[src/rtl/rv32i_types.sv]
// Shared CPU types used by the performance counter bank.
// Holds the counter offset map, bank sizing constants and the responder FSM
// state encoding. The optional control register (macro PERF_COUNTER_CTRL_EN)
// sits at PERF_CTRL_OFFSET.
package rv32i_types;

    // Byte offsets of each counter inside the perf window (single source of truth)
    typedef enum logic [7:0] {
        icache_hit        = 8'h00,
        icache_miss       = 8'h04,
        dcache_hit        = 8'h08,
        dcache_miss       = 8'h0C,
        l2_hit            = 8'h10,
        l2_miss           = 8'h14,
        ewb_write         = 8'h18,
        branch_total      = 8'h1C,
        branch_mispredict = 8'h20,
        prefetch_issue    = 8'h24,
        prefetch_read     = 8'h28
    } counter_addr;

    localparam int unsigned PERF_NUM_COUNTERS = 11;
    localparam logic [7:0]  PERF_CTRL_OFFSET  = 8'h2C;

    // Responder FSM encoding
    typedef logic [1:0] perf_state_t;
    localparam perf_state_t IDLE = 2'd0;
    localparam perf_state_t RESP = 2'd1;
    localparam perf_state_t DONE = 2'd2;

endpackage

[src/rtl/perf_counter.sv]
// Single event counter with byte-enabled load and synchronous clear.
// Priority: clear > load > inc; increment wraps at the top of the range.
// Ports:
//   clk, rst   clock, asynchronous active-high reset
//   inc        count one event this cycle
//   load       load lanes selected by be from wdata
//   be         byte lanes for load
//   wdata      load data
//   clear      zero the counter
//   count      current value
module perf_counter #(
    parameter int unsigned WIDTH = 32
) (
    input  logic               clk,
    input  logic               rst,
    input  logic               inc,
    input  logic               load,
    input  logic [WIDTH/8-1:0] be,
    input  logic [WIDTH-1:0]   wdata,
    input  logic               clear,
    output logic [WIDTH-1:0]   count
);

    always_ff @(posedge clk or posedge rst) begin
        if (rst) begin
            count <= '0;
        end else if (clear) begin
            count <= '0;
        end else if (load) begin
            for (int b = 0; b < int'(WIDTH / 8); b++) begin
                if (be[b]) count[b*8 +: 8] <= wdata[b*8 +: 8];
            end
        end else if (inc) begin
            count <= count + WIDTH'(1);
        end
    end

endmodule

[src/rtl/perf_counter_bank.sv]
// Memory-mapped bank of CPU performance counters on the data-memory port.
// Optional control register (freeze / clear) enabled by PERF_COUNTER_CTRL_EN.
// Ports:
//   clk, rst          clock, asynchronous active-high reset
//   mem_address       byte address from CPU data port
//   mem_read/write    held requests, completed by mem_resp
//   mem_wdata, mem_byte_enable  write data and lanes
//   mem_rdata         read data, valid while mem_resp=1
//   mem_resp          one-cycle completion pulse
//   sel               combinational window decode for the CPU data mux
//   events            one-cycle event pulses, bit i -> counter at offset 4*i
module perf_counter_bank
    import rv32i_types::*;
#(
    parameter logic [31:0] BASE_ADDR    = 32'hFFFF_FF00,
    parameter int unsigned NUM_COUNTERS = PERF_NUM_COUNTERS,
    parameter int unsigned CNT_WIDTH    = 32
) (
    input  logic                    clk,
    input  logic                    rst,
    input  logic [31:0]             mem_address,
    input  logic                    mem_read,
    input  logic                    mem_write,
    input  logic [31:0]             mem_wdata,
    input  logic [3:0]              mem_byte_enable,
    output logic [31:0]             mem_rdata,
    output logic                    mem_resp,
    output logic                    sel,
    input  logic [NUM_COUNTERS-1:0] events
);

    perf_state_t state, state_next;
    logic        resp_next;
    logic [31:0] rdata_next;
    logic [31:0] rd_word;

    logic [7:0] offset;
    logic [5:0] idx;
    logic       aligned, cnt_hit, req, capture, wr_en;
    logic       freeze, clear_all;

    logic [NUM_COUNTERS-1:0] load;
    logic [NUM_COUNTERS-1:0] inc;
    logic [CNT_WIDTH-1:0]    cnt [NUM_COUNTERS];

    // Address decode
    assign sel     = (mem_address[31:8] == BASE_ADDR[31:8]);
    assign offset  = mem_address[7:0];
    assign idx     = offset[7:2];
    assign aligned = (offset[1:0] == 2'b00);
    assign cnt_hit = aligned && (32'(idx) < NUM_COUNTERS);
    assign req     = sel && (mem_read || mem_write);
    assign capture = (state == IDLE) && req;
    // Read wins when both strobes are set
    assign wr_en   = capture && !mem_read;

`ifdef PERF_COUNTER_CTRL_EN
    logic ctrl_wr;
    assign ctrl_wr   = wr_en && (offset == PERF_CTRL_OFFSET) && mem_byte_enable[0];
    // Clear is a write-side pulse only; it is never stored
    assign clear_all = ctrl_wr && mem_wdata[1];

    always_ff @(posedge clk or posedge rst) begin
        if (rst)          freeze <= 1'b0;
        else if (ctrl_wr) freeze <= mem_wdata[0];
    end
`else
    assign freeze    = 1'b0;
    assign clear_all = 1'b0;
`endif

    // Counter array
    for (genvar i = 0; i < int'(NUM_COUNTERS); i++) begin : g_cnt
        assign load[i] = wr_en && cnt_hit && (idx == 6'(i));
        assign inc[i]  = events[i] && !freeze;

        perf_counter #(.WIDTH(CNT_WIDTH)) u_cnt (
            .clk   (clk),
            .rst   (rst),
            .inc   (inc[i]),
            .load  (load[i]),
            .be    (mem_byte_enable),
            .wdata (mem_wdata),
            .clear (clear_all),
            .count (cnt[i])
        );
    end

    // Read mux: pre-increment value of the addressed counter, 0 on miss
    always_comb begin
        rd_word = '0;
        if (cnt_hit) begin
            for (int i = 0; i < int'(NUM_COUNTERS); i++) begin
                if (idx == 6'(i)) rd_word = cnt[i];
            end
        end
`ifdef PERF_COUNTER_CTRL_EN
        if (aligned && offset == PERF_CTRL_OFFSET) rd_word = {31'b0, freeze};
`endif
    end

    // FSM state register and registered response
    always_ff @(posedge clk or posedge rst) begin
        if (rst) begin
            state     <= IDLE;
            mem_resp  <= 1'b0;
            mem_rdata <= '0;
        end else begin
            state     <= state_next;
            mem_resp  <= resp_next;
            mem_rdata <= rdata_next;
        end
    end

    // Next state; DONE gives the requester a cycle to drop a held request
    always_comb begin
        state_next = state;
        resp_next  = 1'b0;
        rdata_next = '0;
        case (state)
            IDLE: begin
                if (req) begin
                    state_next = RESP;
                    resp_next  = 1'b1;
                    rdata_next = mem_read ? rd_word : 32'h0;
                end
            end
            RESP:    state_next = DONE;
            DONE:    state_next = IDLE;
            default: state_next = IDLE;
        endcase
    end

endmodule
[config.mk]
export PLATFORM = sky130hd
export DESIGN_NAME = perf_counter_bank
export DESIGN_NICKNAME = d
export VERILOG_FILES = /design/src/rtl/rv32i_types.sv /design/src/rtl/perf_counter.sv /design/src/rtl/perf_counter_bank.sv
export SDC_FILE = /design/constraint.sdc
export NUM_CORES = 2
export LEC_CHECK = 0
export ABC_AREA = 1
export ABC_CLOCK_PERIOD_IN_PS = 25900
export BUFFER_PORTS_ARGS = -buffer_cell sky130_fd_sc_hd__buf_2
export CORE_MARGIN = 1.5
export CORE_UTILIZATION = 33
export DETAILED_ROUTE_END_ITERATION = 7
export GPL_TIMING_DRIVEN = 1
export SLEW_MARGIN = 20
export SYNTH_ARGS = -nofsm -noshare
export SYNTH_HDL_FRONTEND = slang
export SYNTH_SLANG_ARGS = --single-unit
[constraint.sdc]
create_clock -name clk -period 25.9 [get_ports clk]
set_input_delay 5.18 -clock clk [delete_from_list [all_inputs] [get_ports clk]]
set_output_delay 5.18 -clock clk [all_outputs]
set_load 0.01 [all_outputs]
Word-level counts from Yosys, hierarchy flattened --
Cells that the tools add are included.
Word-level totals: flip-flop bits (word level) 387, bits in latches 0, memory bits (writable) 0, bits in read-only memories 0, bits of input ports 83, output and inout port bits 34, memories 0
Operators by class: add/subtract/negate cells 11, $mul 0, divide/modulo/power cells 0, order comparisons 1, equality and inequality tests 57, shift-type cells 0, multiplexer cells 45, bitwise logic cells 0, reduce and logical (&&, ||, !) cells 76
Operators by type and width (count):
- 32-bit two-way mux | 37
- 32-bit by 1-bit adder with 32-bit output (second input constant) | 11
- 2-bit != test (second input constant) | 45
- 2-bit AND reduction | 44
- 8-bit two-way mux | 4
- 24-bit == test (second input constant) | 1
- 6-bit by 3-bit == test with 1-bit output (second input constant) | 4
- 2-bit nonzero test | 11
- 6-bit by 4-bit == test with 1-bit output (second input constant) | 3
- 1-bit logical AND | 16
- 6-bit by 2-bit == test with 1-bit output (second input constant) | 2
- 6-bit by 1-bit == test with 1-bit output (second input constant) | 1
- 6-bit logical NOT | 1
- 6-bit by 4-bit less-than comparator with 1-bit output (second input constant) | 1
- 2-bit logical NOT | 2
- 2-bit one-hot mux with 2 select lines | 1
- 2-bit by 1-bit == test with 1-bit output (second input constant) | 1
- 1-bit two-way mux | 2
- 2-bit two-way mux | 1
- 1-bit logical NOT | 1
- 1-bit logical OR | 1

Longest topological paths before layout --
depth in word-level cells 16, depth in mapped cells 15, mapped depth without buffers 13

Modules after synthesis --
A second synthesis with hierarchy kept.
Unflattened totals: cell total of the unflattened synthesis 5411, area total of the unflattened synthesis 32702.6 um^2
By module, submodules not included:
- perf_counter | instances 11, cells an instance 419, area each 2577.5 um^2, sequential area each 800.8 um^2
- perf_counter_bank | instances 1, cells an instance 802, area each 4350.4 um^2, sequential area each 875.8 um^2

Worst setup path before layout --
OpenSTA, ideal clock, no wires.
path kind input to output, from input mem_address[17], to output sel, data arrival time 5608 ps, required time 20720 ps, slack 15112 ps, stages on the path 6, cells stage by stage nand2_1 > nor2_1 > nand2_1 > nor2_1 > nand2_1 > inv_1
On the way: cells in the longest elaborated chain, start to end 1
Ends and longest elaborated chain:
- start, declared | RTL line perf_counter_bank.sv:21 | input logic [31:0] mem_address,
- 24-bit == test | RTL line perf_counter_bank.sv:47 | assign sel = (mem_address[31:8] == BASE_ADDR[31:8]);
- end, declared | RTL line perf_counter_bank.sv:28 | output logic sel,
Every way passes these cells.

Worst setup path after layout --
from input mem_address[21], to output sel
The elaborated chain is that of the path after synthesis.

==> flow_metrics.env <==
export IMPL_dr_pass1_iters=8
export IMPL_ant_nets=0
export IMPL_yosysUniqueCellTypes=34
export IMPL_gr_usage_all_layers=0.301
export IMPL_critical_path_arrival_ns=5.83
export IMPL_clk_path_buf_depth=3
export IMPL_fin_cells=6441
export IMPL_fin_util=0.369
export IMPL_dp_cells=6354
export IMPL_yosysWarnings=0
export IMPL_drive_above_1_share=0.0640
export IMPL_die_y_um=310
export IMPL_placementRows=112
export IMPL_place_port_buffers=116
export IMPL_powerDensity_nw_per_um2=56.4
export IMPL_grt_max_degree=105
export IMPL_gp_congestion=1.01
export IMPL_synth_edf_count=0
export IMPL_first_global_vias=32400
export IMPL_rrSetupSlack_ns=21.69
export IMPL_worstPathRequired_ns=20.72
export IMPL_synthArstFlopShare=1.00
export IMPL_min_period_ns=11.01
export IMPL_syn_inst=5146
export IMPL_start_util=0.333
export IMPL_synth_area_um2=31100
export IMPL_wl_per_cell_um=22.7
export IMPL_yosys_area_top_type="dfrtp_1"
export IMPL_postRouteWirelength_mm=146
export IMPL_cts_buffers=48
export IMPL_ir_drop_mv=0.0437
export IMPL_grt_overflow=0
export IMPL_ys_seq_area_frac=0.311
export IMPL_ctsHoldBuffers=0
export IMPL_synthToLayoutAreaGrowth_pct=10.7
export IMPL_tns_ns=0
export IMPL_vias=35400
export IMPL_hpwl_mm=105
export IMPL_p_total_w=0.00194
export IMPL_cts_tree="yes"
export IMPL_drt_vias_per_instance=5.49
export IMPL_drc=1
export IMPL_die_area_um2=96100
export IMPL_grt_pass1_wl_mm=214
export IMPL_cap_violations=0
export IMPL_critical_path_class="primary input to output port"
export IMPL_ios=117
export IMPL_synth_top_cells_by_count="nand2_1, inv_1, nor2_1"
export IMPL_postCtsSetupBuffers=0
export IMPL_cts_num_sinks=387
export IMPL_core_area_um2=93300
export IMPL_cts_resized=0
export IMPL_setup_viol=0
export IMPL_hold_viol_final=0
export IMPL_die_w_um=310
export IMPL_cts_root_buffer="clkbuf_16"
export IMPL_fin_skew_ns=0.0166
export IMPL_hold_class="register to register"
export IMPL_power_leakage_nw=16.7
export IMPL_post_route_period_util=0.425
export IMPL_rsz0062_at_grt="no"
export IMPL_synth_top_cell_area_share=0.311
export IMPL_grt_antenna_before_repair=11
export IMPL_initialDrtViolationCount=4998
export IMPL_worst_slew_pin_slew_ns=1.18
export IMPL_violations="DRC"
export IMPL_start_kind="primary input"
export IMPL_clk_pin_slew_worst_paths_ns=0.05
export IMPL_crit_path_max_fanout=2
export IMPL_outcome="finished with violations"
export IMPL_end_kind="output port"
export IMPL_syn_avg_cell_area_um2=6.04
export IMPL_synthTopCellsByArea="dfrtp_1, nand2_1, inv_1"
export IMPL_ys_ff_latch=387
export IMPL_synth_most_common_cell="nand2_1"
export IMPL_relSlewSlack=0.215
export IMPL_h_tree_depth=2
export IMPL_maxSlewViolCount=0
export IMPL_synth_nets=5240
export IMPL_synth_main_ff_cell="dfrtp_1"
export IMPL_max_freq_mhz=90.8
export IMPL_nets=5244
export IMPL_worstSkewPairLatency_ns=0.63
-- where the power goes --
| part | switching, W | leakage [nW] | total [W] | internal [W] |
|---|---|---|---|---|
| clock | 0.000302 | 0.819 | 0.000740 | 0.000438 |
| combinational | 0.000253 | 10.8 | 0.000377 | 0.000124 |
| sequential | 0.000143 | 5.05 | 0.000824 | 0.000681 |
| total | 0.000698 | 16.7 | 0.00194 | 0.00124 |
-- sequential cells by signal, indices dropped and copies added, names as in the netlist --
name / flops
g_cnt.u_cnt.count: 352
mem_rdata: 32
state: 2
mem_resp: 1
-- layout by cell type, fill, tap and decap left out, types with 2 or more instances in the layout --
cell        netlist  layout
a21oi_1         102     101
clkinv_2          0       9
nand3_2           2       2
xor2_1          163     163
bufinv_16         0       6
o21ai_1          27      27
buf_2            43     116
or2_2            29      29
nand4_1         264     264
nand2_2          17      17
and2_1            6       6
dfrtp_1         387     387
nor2_2            4       4
o21ai_0         265     265
clkinv_1          3       3
nand2_1        2068    2068
nor4_1            3       3
nor3_1          184     183
inv_2            16      17
clkbuf_8          0      12
and3_1            2       2
nor2_4            2       9
clkbuf_1        134       7
buf_4             7      34
nor2_1          424     417
clkbuf_16         0      49
ha_1             11      11
o211ai_1         22      22
xnor2_1          47      47
nor3b_1           5       5
o21ai_4           2       2
inv_1           498     496
nand3_1         359     359
clkinvlp_4        0       3
o21ai_2          18      18
nand3b_1         18      18
-- through the flow --
step / cell area (µm²) / setup slack, ns / hold WS [ns]
global route: 34400 / 14.82 / 0.446
floorplan: 31100 / 9.96 / 0.401
finish: 34400 / 14.89 / 0.427
detailed placement: 32800 / 14.89 / 0.416
global placement: 32800 / 14.84 / 0.417
CTS: 34400 / 14.89 / 0.430
-- path summary, 6_finish.rpt --
path	startpoint	endpoint	cells after the start
worst max-delay path	mem_address[21]	sel	8
worst min register to register	state[1]$_DFFE_PP0P_	state[1]$_DFFE_PP0P_	1
max in group asynchronous	rst	g_cnt[7].u_cnt.count[3]$_DFFE_PP0P_	5
min in group asynchronous	rst	g_cnt[10].u_cnt.count[7]$_DFFE_PP0P_	2
worst max register to register	state[1]$_DFFE_PP0P_	g_cnt[3].u_cnt.count[18]$_DFFE_PP0P_	12
worst min-delay path	state[1]$_DFFE_PP0P_	state[1]$_DFFE_PP0P_	1
-- cell families after synthesis --
| kind of cell | Yosys count | share of synthesized area |
|---|---|---|
| and+or+nand+nor | 3388 | 0.461 |
| DFF | 387 | 0.311 |
| buffers and inverters | 714 | 0.0892 |
| adders and majority gates | 11 | 0.00443 |
| AOI/OAI and AO/OA | 436 | 0.0748 |
| xor gates and xnor gates | 210 | 0.0592 |
-- routing by layer --
metal,wire [µm],GRT usage,part of all wire
met4,9300,0.166,0.063
met1,59700,0.406,0.41
met5,41,0,0.00028
met3,16000,0.0639,0.11
met2,61400,0.447,0.42
-- cell type report --
cell class              instances  area (µm²)
multi-input cells            4045       18700
clock buffers                  68        1420
inverters                     517        1950
flip-flops and latches        387        9680
diodes                          1        2.50
fillers                     10400       58900
repair buffers                151         856
well taps                    1254        1570
clock inverters                18         248
-- worst max-delay path, stage by stage --
cell,delay [ns]
buf_2,0.09
nand2_1,0.05
nor2_1,0.10
nand2_1,0.07
nor2_1,0.13
nand2_1,0.06
inv_1,0.05
buf_2,0.11
Note: power is estimated with default switching activity, not from simulation.
